### config.mk
export PLATFORM = sky130hd
export DESIGN_NAME = handshake_monitor
export DESIGN_NICKNAME = d
export VERILOG_FILES = /design/src/rtl/handshake_monitor_pkg.sv /design/src/rtl/handshake_monitor_ch.sv /design/src/rtl/handshake_monitor.sv
export SDC_FILE = /design/constraint.sdc
export NUM_CORES = 1
export LEC_CHECK = 0
export ABC_CLOCK_PERIOD_IN_PS = 3200
export BUFFER_PORTS_ARGS = -buffer_cell sky130_fd_sc_hd__buf_2
export CORE_UTILIZATION = 55
export CTS_BUF_LIST = sky130_fd_sc_hd__clkbuf_16
export CTS_CLUSTER_DIAMETER = 200
export DETAILED_ROUTE_END_ITERATION = 10
export GPL_ROUTABILITY_DRIVEN = 0
export PLACE_DENSITY = 0.78
export SYNTH_ARGS = -nofsm -noshare
export SYNTH_HDL_FRONTEND = slang
export SYNTH_SLANG_ARGS = --single-unit
export TNS_END_PERCENT = 1
### constraint.sdc
create_clock -name CLK -period 3.2 [get_ports CLK]
set_input_delay 0.96 -clock CLK [delete_from_list [all_inputs] [get_ports CLK]]
set_output_delay 0.96 -clock CLK [all_outputs]
set_load 0.005 [all_outputs]
### src/rtl/handshake_monitor_pkg.sv
// Shared types for the valid/ready handshake monitor: channel FSM states,
// error event codes and a width helper.
package handshake_monitor_pkg;

    typedef enum logic {
        IDLE  = 1'b0,
        STALL = 1'b1
    } state_t;

    // Prefixed so the literals never collide with the TIMEOUT parameter.
    typedef enum logic [1:0] {
        ERR_NONE    = 2'd0,
        ERR_DROP    = 2'd1,
        ERR_DATA    = 2'd2,
        ERR_TIMEOUT = 2'd3
    } err_code_t;

    function automatic int unsigned clog2_min1(input int unsigned n);
        return (n <= 2) ? 1 : $clog2(n);
    endfunction

endpackage

### src/rtl/handshake_monitor_ch.sv
// One monitored valid/ready channel: stall FSM, payload capture, stall timer,
// saturating transfer counter, sticky error flags and a per-cycle event code.
module handshake_monitor_ch
    import handshake_monitor_pkg::*;
#(
    parameter int unsigned DATA_W  = 8,
    parameter int unsigned CNT_W   = 16,
    parameter int unsigned TIMEOUT = 64
) (
    input  logic              CLK,
    input  logic              ASYNCRESETN,
    input  logic              enable,
    input  logic              clear,
    input  logic              valid,
    input  logic              ready,
    input  logic [DATA_W-1:0] data,
    output logic [CNT_W-1:0]  xfer_count,
    output logic              err_drop,
    output logic              err_data,
    output logic              err_timeout,
    output err_code_t         ev_code
);

    localparam int unsigned SC_W = $clog2(TIMEOUT + 1);
    localparam logic [SC_W-1:0] TO_LIM = SC_W'(TIMEOUT);

    state_t            state;
    state_t            state_nx;
    logic [DATA_W-1:0] cap;
    logic [SC_W-1:0]   stall_cnt;
    logic [SC_W-1:0]   stall_nx;
    logic              cap_load;
    logic              xfer;
    logic              ev_drop;
    logic              ev_data;
    logic              ev_to;

    always_comb begin
        state_nx = state;
        stall_nx = stall_cnt;
        cap_load = 1'b0;
        xfer     = 1'b0;
        ev_drop  = 1'b0;
        ev_data  = 1'b0;
        ev_to    = 1'b0;
        case (state)
            IDLE: begin
                if (valid) begin
                    if (ready) begin
                        xfer = 1'b1;
                    end else begin
                        state_nx = STALL;
                        cap_load = 1'b1;
                        stall_nx = SC_W'(1);
                    end
                end
            end
            STALL: begin
                if (!valid) begin
                    ev_drop  = 1'b1;
                    state_nx = IDLE;
                    stall_nx = '0;
                end else begin
                    ev_data = (data != cap);
                    if (ready) begin
                        xfer     = 1'b1;
                        state_nx = IDLE;
                        stall_nx = '0;
                    end else if (stall_cnt != TO_LIM) begin
                        // Saturation at TO_LIM makes the timeout fire once per stall.
                        stall_nx = stall_cnt + SC_W'(1);
                        ev_to    = (stall_cnt == TO_LIM - SC_W'(1));
                    end
                end
            end
            default: state_nx = IDLE;
        endcase
    end

    always_comb begin
        ev_code = ERR_NONE;
        if (enable && !clear) begin
            if (ev_drop)      ev_code = ERR_DROP;
            else if (ev_data) ev_code = ERR_DATA;
            else if (ev_to)   ev_code = ERR_TIMEOUT;
        end
    end

    always_ff @(posedge CLK or negedge ASYNCRESETN) begin
        if (!ASYNCRESETN) begin
            state       <= IDLE;
            stall_cnt   <= '0;
            cap         <= '0;
            xfer_count  <= '0;
            err_drop    <= 1'b0;
            err_data    <= 1'b0;
            err_timeout <= 1'b0;
        end else if (enable) begin
            state     <= state_nx;
            stall_cnt <= stall_nx;
            if (cap_load) cap <= data;
            if (clear) begin
                xfer_count  <= '0;
                err_drop    <= 1'b0;
                err_data    <= 1'b0;
                err_timeout <= 1'b0;
            end else begin
                if (xfer && xfer_count != '1) xfer_count <= xfer_count + CNT_W'(1);
                err_drop    <= err_drop    | ev_drop;
                err_data    <= err_data    | ev_data;
                err_timeout <= err_timeout | ev_to;
            end
        end
    end

endmodule

### src/rtl/handshake_monitor.sv
// Passive protocol checker for NUM_CH valid/ready channels with per-channel
// counters/flags and a lowest-channel-wins first-error record.
module handshake_monitor
    import handshake_monitor_pkg::*;
#(
    parameter int unsigned NUM_CH  = 4,
    parameter int unsigned DATA_W  = 8,
    parameter int unsigned CNT_W   = 16,
    parameter int unsigned TIMEOUT = 64,
    localparam int unsigned CH_W   = clog2_min1(NUM_CH)
) (
    input  logic                     CLK,
    input  logic                     ASYNCRESETN,
    input  logic                     enable,
    input  logic                     clear,
    input  logic [NUM_CH-1:0]        valid,
    input  logic [NUM_CH-1:0]        ready,
    input  logic [NUM_CH*DATA_W-1:0] data,
    output logic [NUM_CH*CNT_W-1:0]  xfer_count,
    output logic [NUM_CH-1:0]        err_drop,
    output logic [NUM_CH-1:0]        err_data,
    output logic [NUM_CH-1:0]        err_timeout,
    output logic                     any_error,
    output logic                     first_err_valid,
    output logic [CH_W-1:0]          first_err_ch,
    output logic [1:0]               first_err_code
);

    err_code_t       ev [NUM_CH];
    logic            win_hit;
    logic [CH_W-1:0] win_ch;
    err_code_t       win_code;

    for (genvar i = 0; i < NUM_CH; i++) begin : g_ch
        handshake_monitor_ch #(
            .DATA_W  (DATA_W),
            .CNT_W   (CNT_W),
            .TIMEOUT (TIMEOUT)
        ) u_ch (
            .CLK         (CLK),
            .ASYNCRESETN (ASYNCRESETN),
            .enable      (enable),
            .clear       (clear),
            .valid       (valid[i]),
            .ready       (ready[i]),
            .data        (data[i*DATA_W +: DATA_W]),
            .xfer_count  (xfer_count[i*CNT_W +: CNT_W]),
            .err_drop    (err_drop[i]),
            .err_data    (err_data[i]),
            .err_timeout (err_timeout[i]),
            .ev_code     (ev[i])
        );
    end

    always_comb begin
        win_hit  = 1'b0;
        win_ch   = '0;
        win_code = ERR_NONE;
        for (int unsigned i = 0; i < NUM_CH; i++) begin
            if (!win_hit && ev[i] != ERR_NONE) begin
                win_hit  = 1'b1;
                win_ch   = CH_W'(i);
                win_code = ev[i];
            end
        end
    end

    assign any_error = |{err_drop, err_data, err_timeout};

    always_ff @(posedge CLK or negedge ASYNCRESETN) begin
        if (!ASYNCRESETN) begin
            first_err_valid <= 1'b0;
            first_err_ch    <= '0;
            first_err_code  <= '0;
        end else if (enable) begin
            if (clear) begin
                first_err_valid <= 1'b0;
                first_err_ch    <= '0;
                first_err_code  <= '0;
            end else if (!first_err_valid && win_hit) begin
                first_err_valid <= 1'b1;
                first_err_ch    <= win_ch;
                first_err_code  <= win_code;
            end
        end
    end

endmodule

==> run_results.csv <==
group,metric,value,unit
placed_design,dpl.hpwl,12000,um
worst_setup_path,critPathRequiredTime,2.24,ns
synth,yosys_warnings,0,
synth,synth.largest_area_cell,"dfrtp_1",
routing,drc,0,
synth,syn_nets,838,
floorplanning,io-pin-count,126,
synth,synth_seq_cells,145,
routing,wirelength,16900,um
min_path,hp-class,"register to register",
run,cap_violations,0,
global_route,grt_pass1_vias,5866,
floorplanning,die_w,120,um
synth,synthTopCellsByArea,"dfrtp_1 (47%), xor2_1 (7.2%), mux2_2 (5.0%), nor2_1 (4.6%), o21ai_0 (2.9%)",
routing,viasPerCell,5.65,
floorplanning,die_y,120,um
routing,firstDrtPassIters,5,
synth,synth.distinct_cells,65,
global_route,grt_first_pass_wirelength,28000,um
clock_network,clkTransAtPathRegs,0.06,ns
global_route,grt_usage,24.7,%
sta,setup_tns,0,ns
global_route,grt_antenna_before_repair,0,
worst_setup_path,startpoint_type,"register",
placed_design,dp.cells,1058,
synth,netlist_area,7680,sq um
synth,syn_area_per_cell,9.82,sq um
sta,setup_viol,0,
clock_network,post-cts-setup-buffers,0,
clock_network,clock_latency,0.42,ns
finish,finalNonFillerCells,1088,
global_route,grt_overflow,0,
clock_network,cts_hold_buf,0,
synth,ys.flop_type,"dfrtp_1",
routing,wl_per_cell,15.5,um
pwr,p_per_area,493,nW/um^2
worst_setup_path,critPathKind,"register to output port",
finish,area.growth.synth_to_final,16.5,%
clock_network,clockBufferDepth,2,
finish,drive_above_1_share,23.4,%
worst_setup_path,crit_path_end_kind,"output port",
sta,worst_pin_slew,0.705,ns
finish,nNetsFinal,957,
synth,synth_top_area_share,47.3,%
pwr,p_leak,4.22,nW
clock_network,cts_tree,"yes",
synth,synth-edff-count,0,
status,status,"finished clean",
finish,fillers,1114,
routing,vias,6146,
synth,ys_seq_area_share,47.3,%
routing,ant_nets,0,
sta,hold_violations,0,
finish,final_common_cell,"dfrtp_1",
clock_network,htreeDepth,4,
finish,fin_util,66.5,%
floorplanning,row_count,42,
sta,skew,0.00570,ns
finish,final_cell_mix,"dfrtp_1 (145), buf_2 (124), nor2_1 (94)",
sta,finalCritPeriodShare,82.3,%
floorplanning,start_util,57.1,%
sta,slew_viol_final,0,
sta,min_period,2.63,ns
floorplanning,core,13500,sq um
clock_network,cts_sinks,145,
placed_design,io_buffers,125,
clock_network,cts-resized-gates,0,
sta,fmax,0.380,GHz
pwr,power,0.00441,W
worst_setup_path,crit_path_max_fanout,3,
sta,rsz0062_at_grt,"false",
sta,max-slew-margin-rel,52.7,%
floorplanning,die_area,14400,sq um
finish,antenna_cells,0,
synth,async_flop_share,100,%
global_route,grt_max_degree,65,
routing,drt_iter0_markers,457,
clock_network,cts_buffers,17,
worst_setup_path,cp.arrival,1.67,ns
clock_network,cts_root_buffer,"clkbuf_16",
synth,netlist_instances,782,
pwr,ir_worst_vdd,511,uV
-- per-layer routing --
layer	track usage, %	vias up	part of all wire, %
met3	5.13	14	5.5
li1	-	2984	-
met5	0	-	0
met2	39.3	171	47
met4	6.88	0	0.97
met1	34.1	2977	46
-- worst max-delay path: stages, from the launching register on --
cell	delay, ns
dfrtp_1	0.40
nor4_1	0.55
nand3_1	0.14
buf_2	0.17
-- power by group --
part / internal, W / leakage [nW] / switching [W]
registers: 0.00199 / 1.92 / 0.000143
logic: 0.000294 / 2.05 / 0.000321
clock network: 0.000949 / 0.248 / 0.000708
total: 0.00324 / 4.22 / 0.00117
-- registers in the layout (all words and copies together) (netlist names) --
register,flops
g_ch.u_ch.err_data,4
g_ch.u_ch.state,4
g_ch.u_ch.stall_cnt,28
g_ch.u_ch.cap,32
g_ch.u_ch.err_drop,4
first_err_ch,2
first_err_code,2
g_ch.u_ch.xfer_count,64
first_err_valid,1
g_ch.u_ch.err_timeout,4
-- final timing paths --
kind / from / end / slack [ns] / depth (start not counted)
max in group asynchronous: ASYNCRESETN / first_err_ch[1] / 1.93 / 2
min in group asynchronous: ASYNCRESETN / g_ch[0].u_ch.xfer_count[9] / 0.52 / 1
worst max-delay path: g_ch[0].u_ch.err_timeout / any_error / 0.57 / 3
worst max register to register: g_ch[1].u_ch.cap[6] / first_err_code[0] / 0.90 / 7
worst min-delay path: g_ch[2].u_ch.stall_cnt[5] / g_ch[2].u_ch.stall_cnt[5] / 0.51 / 1
worst min register to register: g_ch[2].u_ch.stall_cnt[5] / g_ch[2].u_ch.stall_cnt[5] / 0.51 / 1
-- cells by family (layout without fill, tap and decap cells) --
| logic type | Yosys count | in the layout | synth area share, % |
|---|---|---|---|
| mux | 37 | 37 | 5.38 |
| fa+ha+maj | 12 | 12 | 1.96 |
| compound gates | 135 | 135 | 11.8 |
| simple gates | 299 | 299 | 20.0 |
| flops | 145 | 145 | 47.3 |
| buf+inv | 71 | 201 | 4.20 |
| xor+xnor | 83 | 83 | 9.47 |
-- cell usage after synthesis (all sizes together) (2+ instances only) --
| library cell | n |
|---|---|
| nor4 | 16 |
| nand2b | 7 |
| nor2 | 94 |
| nand3 | 39 |
| a22o | 2 |
| dfrtp | 145 |
| nand3b | 4 |
| a21boi | 2 |
| mux2 | 34 |
| and4 | 10 |
| and2 | 6 |
| a21oi | 28 |
| o211ai | 3 |
| ha | 12 |
| nand2 | 55 |
| and3 | 18 |
| nand4 | 12 |
| mux2i | 3 |
| inv | 34 |
| clkbuf | 20 |
| or4 | 2 |
| o31ai | 10 |
| o41ai | 3 |
| xor2 | 63 |
| nor2b | 8 |
| nor3 | 6 |
| nor3b | 2 |
| or3 | 12 |
| xnor2 | 20 |
| o21ai | 45 |
| a41oi | 2 |
| or3b | 2 |
| or2 | 2 |
| o41a | 4 |
| a211oi | 4 |
| buf | 17 |
| o22ai | 7 |
| a31oi | 13 |
-- metrics by stage --
step           hold WS [ns]  cell area, sq um  setup WS [ns]
2_1_floorplan         0.462              7680          0.725
3_3_place_gp          0.497              8460          0.347
3_5_place_dp          0.502              8460          0.255
4_1_cts               0.510              8950          0.576
5_1_grt               0.530              8950          0.482
6_report              0.509              8950          0.566
-- area by class of cell --
class	count	area [sq um]	area share (%)
clock buffers	17	425	4.76
inverters	34	128	1.43
well taps	176	220	2.46
clock inverters	13	56.3	0.629
flip-flops and latches	145	3630	40.6
multi-input cells	566	3730	41.7
repair buffers	137	759	8.49
(Power assumes the default switching activity.)
